`src/rtl/frame_load_feeder_if.sv`:
```
// Word-in / beat-out bundle between the frame feeder, its producer and the 2-bit beat counter.
// The slave view belongs to the feeder; the master view belongs to whatever drives it.
interface frame_load_feeder_if #(
    parameter int DATA_W     = 8,
    parameter int FIFO_DEPTH = 4
);
    localparam int LVL_W = $clog2(FIFO_DEPTH) + 1;

    logic                  in_valid;
    logic                  in_ready;
    logic [4*DATA_W-1:0]   in_data;
    logic                  load_in_sync;
    logic [1:0]            count;
    logic [DATA_W-1:0]     ser_data;
    logic                  ser_valid;
    logic [LVL_W-1:0]      fifo_level;
    logic                  count_err;

    modport slave (
        input  in_valid, in_data, count,
        output in_ready, load_in_sync, ser_data, ser_valid, fifo_level, count_err
    );

    modport master (
        output in_valid, in_data, count,
        input  in_ready, load_in_sync, ser_data, ser_valid, fifo_level, count_err
    );
endinterface

```
`src/rtl/frame_load_feeder.sv`:
```
// Buffers 4-slice words and streams them as back-to-back 4-beat frames, pulsing
// load_in_sync to restart the external beat counter and using its count to pick each slice.
module frame_load_feeder #(
    parameter int DATA_W     = 8,
    parameter int FIFO_DEPTH = 4
) (
    input  logic                 clk,
    input  logic                 rst,
    frame_load_feeder_if.slave   bus
);
    localparam int PTR_W  = $clog2(FIFO_DEPTH);
    localparam int LVL_W  = PTR_W + 1;
    localparam int WORD_W = 4 * DATA_W;

    typedef enum logic {
        S_IDLE,
        S_ACTIVE
    } state_t;

    state_t              state_q, state_d;
    logic [1:0]          phase_q, phase_d;
    logic [WORD_W-1:0]   frame_q, frame_d;
    logic                err_q, err_d;

    logic [WORD_W-1:0]   mem_q [FIFO_DEPTH];
    logic [PTR_W-1:0]    wr_ptr_q, wr_ptr_d;
    logic [PTR_W-1:0]    rd_ptr_q, rd_ptr_d;
    logic [LVL_W-1:0]    level_q, level_d;

    logic                empty;
    logic                full;
    logic                push;
    logic                load;

    always_comb begin
        empty    = (level_q == '0);
        full     = (level_q == LVL_W'(FIFO_DEPTH));
        push     = bus.in_valid & ~full;
        // A new frame starts when idle, or on the last beat of the current one.
        load     = ~empty & ((state_q == S_IDLE) | (phase_q == 2'd3));

        state_d  = state_q;
        phase_d  = phase_q;
        frame_d  = frame_q;
        err_d    = err_q;
        wr_ptr_d = wr_ptr_q;
        rd_ptr_d = rd_ptr_q;
        level_d  = level_q;

        if (push) begin
            wr_ptr_d = wr_ptr_q + 1'b1;
        end
        if (load) begin
            rd_ptr_d = rd_ptr_q + 1'b1;
        end

        case ({push, load})
            2'b10:   level_d = level_q + 1'b1;
            2'b01:   level_d = level_q - 1'b1;
            default: level_d = level_q;
        endcase

        if (load) begin
            state_d = S_ACTIVE;
            phase_d = 2'd0;
            frame_d = mem_q[rd_ptr_q];
        end else if (state_q == S_ACTIVE) begin
            phase_d = phase_q + 2'd1;
            if (phase_q == 2'd3) begin
                state_d = S_IDLE;
            end
        end

        if ((state_q == S_ACTIVE) && (bus.count != phase_q)) begin
            err_d = 1'b1;
        end
    end

    always_ff @(posedge clk) begin
        if (rst) begin
            state_q  <= S_IDLE;
            phase_q  <= 2'd0;
            frame_q  <= '0;
            err_q    <= 1'b0;
            wr_ptr_q <= '0;
            rd_ptr_q <= '0;
            level_q  <= '0;
        end else begin
            state_q  <= state_d;
            phase_q  <= phase_d;
            frame_q  <= frame_d;
            err_q    <= err_d;
            wr_ptr_q <= wr_ptr_d;
            rd_ptr_q <= rd_ptr_d;
            level_q  <= level_d;
        end
    end

    // Storage needs no reset; only the pointers and level define what is valid.
    always_ff @(posedge clk) begin
        if (push) begin
            mem_q[wr_ptr_q] <= bus.in_data;
        end
    end

    assign bus.in_ready     = ~full;
    assign bus.load_in_sync = load;
    assign bus.ser_valid    = (state_q == S_ACTIVE);
    assign bus.ser_data     = (state_q == S_ACTIVE) ? frame_q[32'(bus.count) * DATA_W +: DATA_W] : '0;
    assign bus.fifo_level   = level_q;
    assign bus.count_err    = err_q;
endmodule

```
`src/flat_wrapper.sv`:
```
// flat-port wrapper written by rule: the top's interface ports become plain ports
module frame_load_feeder_flat 
#(
    parameter int DATA_W     = 8,
    parameter int FIFO_DEPTH = 4
)
  (clk, rst, bus_in_valid, bus_in_data, bus_count, bus_in_ready, bus_load_in_sync, bus_ser_data, bus_ser_valid, bus_fifo_level, bus_count_err);
  frame_load_feeder_if #(.DATA_W(DATA_W), .FIFO_DEPTH(FIFO_DEPTH)) bus_i ();
  input  logic clk;
  input  logic rst;
  input wire logic [$bits(bus_i.in_valid)-1:0] bus_in_valid;
  input wire logic [$bits(bus_i.in_data)-1:0] bus_in_data;
  input wire logic [$bits(bus_i.count)-1:0] bus_count;
  output wire logic [$bits(bus_i.in_ready)-1:0] bus_in_ready;
  output wire logic [$bits(bus_i.load_in_sync)-1:0] bus_load_in_sync;
  output wire logic [$bits(bus_i.ser_data)-1:0] bus_ser_data;
  output wire logic [$bits(bus_i.ser_valid)-1:0] bus_ser_valid;
  output wire logic [$bits(bus_i.fifo_level)-1:0] bus_fifo_level;
  output wire logic [$bits(bus_i.count_err)-1:0] bus_count_err;
  assign bus_i.in_valid = bus_in_valid;
  assign bus_i.in_data = bus_in_data;
  assign bus_i.count = bus_count;
  assign bus_in_ready = bus_i.in_ready;
  assign bus_load_in_sync = bus_i.load_in_sync;
  assign bus_ser_data = bus_i.ser_data;
  assign bus_ser_valid = bus_i.ser_valid;
  assign bus_fifo_level = bus_i.fifo_level;
  assign bus_count_err = bus_i.count_err;
  frame_load_feeder #(.DATA_W(DATA_W), .FIFO_DEPTH(FIFO_DEPTH)) u_core (.clk(clk), .rst(rst), .bus(bus_i));
endmodule
```
`config.mk`:
```
export PLATFORM = sky130hd
export DESIGN_NAME = frame_load_feeder_flat
export DESIGN_NICKNAME = d
export VERILOG_FILES = /design/src/rtl/frame_load_feeder_if.sv /design/src/rtl/frame_load_feeder.sv /design/src/flat_wrapper.sv
export SDC_FILE = /design/constraint.sdc
export NUM_CORES = 1
export LEC_CHECK = 0
export CAP_MARGIN = 0
export CORE_UTILIZATION = 50
export CTS_CLUSTER_SIZE = 8
export DETAILED_ROUTE_END_ITERATION = 16
export PLACE_DENSITY = 0.7
export SYNTH_ARGS = -nofsm -noshare
export SYNTH_HDL_FRONTEND = slang
export SYNTH_SLANG_ARGS = --single-unit
export TNS_END_PERCENT = 20
```
`constraint.sdc`:
```
create_clock -name clk -period 2.8 [get_ports clk]
set_input_delay 0.42 -clock clk [delete_from_list [all_inputs] [get_ports clk]]
set_output_delay 0.42 -clock clk [all_outputs]
set_load 0.005 [all_outputs]
```
==> metrics <==
status finished, final reports clean; Skew-Pair Late Insertion Delay between 0.4 and 0.5 ns; Post-DP Area 7186 sq um; Sink Count about 170; vias in the first global route between 3,000 and 4,000; Worst Path Max Fanout 9; routed len/inst approximately 20 microns; htree depth 4; Final Wtd Congestion ~0.7; Yosys warning count 0; worst relative slew slack 54.76%; I/O Pins 52; worst path bufs/invs 3; CP startpoint kind input pin; commonest non-fill, non-tap cell in the layout edfxtp_1; post-route cell area around 7700 sq um; Pwr Density ~950 nW/um^2; Clock Path Buffers 2; vias per cell 5.583; Yosys reg bits ~170; setup_tns 0 ns; setup violators final 0; CP arrival approximately 2.2 ns; Initial Util around half; floorplan row count slightly above 40; Tot Pwr 0.007355 W; core box area 12,620 sq um; Post-CTS Setup Inserts 0; unrepaired setup endpoints after global routing false; syn nets approximately 370; chip width 116.0 microns; vias between 3,000 and 4,000; area delta synth->final 19.05%; Pre-antenna DRT Iters 4; total track usage 19.57%; register area 4706 sq um; Residual DRC 0; slowest cell on the critical path clkdlybuf4s50_1; initial antenna violation count 0; fin. max-slew vios 0; Async S/R FF share, synth 0%; HP Class register to register; CP max stage delay between 0.5 and 0.6 ns; root buffer cell clkbuf_16; synthesized area per cell roughly 20 sq um; CTS tree built; total grt overflow 0; Post-CTS Hold Buffers 0; Setup Crit Path Kind input pin to primary output; f_max 379.3 MHz; CP delay by family, top buffers and inverters; most frequent cells in the layout edfxtp_1 (128), clkdlybuf4s50_1 (51), dfxtp_1 (42), mux4_2 (40), a22o_1 (32); post-detail-place hpwl ~6900 microns; Post-synth EDFFs 128; Most used DFF post-synth edfxtp_1; post-synthesis sequential area ratio about 72%; CTS resizes 0; Post-Synthesis Cells 328; Final min period approximately 2.6 ns; Leak between 2 and 3 nW; Final Hold Viols 0; largest net degree at the start of global routing 33; global-route wire length before repair roughly 18,000 microns; full die area ~13,000 sq um; ratio of cells with drive above 1 in the final layout a little over a fifth; initial DRC count around 190; # fillers slightly above 900; actual transition at the worst max-transition pin about 0.68 ns; DRT antenna net count 0; port bufs just over 50; cell repeated most along the worst path clkdlybuf4s50_1; max-cap violations 0; multi-input logic area between 1500 and 2000 sq um; CP Cell Sequence clkdlybuf4s50_1 -> buf_12 -> mux4_2 -> and2_1 -> clkdlybuf4s50_1; Diodes inserted 0; crit share post-route between 90% and 100%; Syn Std Cell Area ~6500 sq um; worst ir drop on vdd 0.0004344 V; Die Ht 116.0 microns; drt total wl between 10,000 and 15,000 microns; Num CTS Buffers 17; Unique masters post-synth 34; Clock transition at path regs 0.06 ns; clk_skew roughly 0.0063 ns; nets approximately 440; CP endpoint kind primary output; critical path data required time between 2 and 2.5 ns
[cell type report]
| cell class | instances | area share, % |
|---|---|---|
| Sequential cell | 171 | 60.86 |
| Multi-Input combinational cell | 130 | 20.92 |
| Timing Repair Buffer | 64 | 8.026 |
| Clock buffer | 22 | 6.133 |
| Tap cell | 172 | 2.783 |
| Clock inverter | 9 | 0.9385 |
| Inverter | 7 | 0.3398 |
[state kept, by name (all words and copies together) (netlist names)]
| register | cells |
|---|---|
| u_core.bus.count_err | 1 |
| u_core.bus.fifo_level | 3 |
| u_core.mem_q | 128 |
| u_core.wr_ptr_q | 2 |
| u_core.frame_q | 32 |
| u_core.rd_ptr_q | 2 |
| u_core.bus.ser_valid | 1 |
| u_core.phase_q | 2 |
[layer usage]
layer  track usage, %  share of wire [%]
met2            31.87                 51
met4            6.068               0.89
met1            25.19                 41
met3            6.328                6.8
met5                0                  0
[cell families (layout without fill, tap and decap cells)]
group / after synthesis / after routing / share of synthesized area [%]
AOI/OAI and AO/OA: 47 / 47 / 5.837
xor gates and xnor gates: 5 / 5 / 0.6742
adders and majority gates: 7 / 7 / 1.464
buffers and inverters: 27 / 102 / 2.755
DFF: 171 / 171 / 72.43
muxes: 41 / 41 / 14.02
and+or+nand+nor: 30 / 30 / 2.813
[cell usage after synthesis, types with 3 or more instances]
cell	instances	area share, %
a21oi_1	7	0.54
a22o_1	32	4.3
and2_1	8	0.77
and3_1	4	0.39
buf_2	3	0.23
buf_6	5	0.87
clkbuf_1	7	0.40
dfxtp_1	43	13
edfxtp_1	128	59
ha_1	6	1.2
inv_1	7	0.40
mux4_2	40	14
nor2_1	5	0.29
o21ai_0	3	0.23
xor2_1	4	0.54
[stage by stage]
step                      hold WS (ns)  setup slack, ns  util [%]  std cells
final                           0.4485           0.1633     61.27        575
after global routing            0.4748          0.06828     61.27        575
after CTS                       0.4547           0.1525     61.27        575
after detailed placement        0.4457           0.1595     56.94        544
after global placement          0.4338           0.1643     56.94        544
after floorplan                 0.4369           0.6068         -        328
[worst paths after layout]
check / startpoint / to / slack (ns) / depth (start not counted)
setup / recovery: bus_count[0] / bus_ser_data[7] / 0.16 / 5
hold / removal: u_core.bus.count_err / u_core.bus.count_err / 0.45 / 2
setup reg to reg: u_core.phase_q[0] / u_core.bus.fifo_level[2] / 0.37 / 9
hold reg to reg: u_core.bus.count_err / u_core.bus.count_err / 0.45 / 2
[tightest hold or removal path: stages, from the launching register on]
cell	delay [ns]
dfxtp_1	0.31
inv_1	0.05
a21oi_1	0.05
[power breakdown]
group	total (W)	switching (W)	internal, W
Sequential	0.00338	0.000225	0.00315
Clock	0.00215	0.000876	0.00128
Combinational	0.00182	0.000868	0.000956
Power figures use the tool's default switching activity.
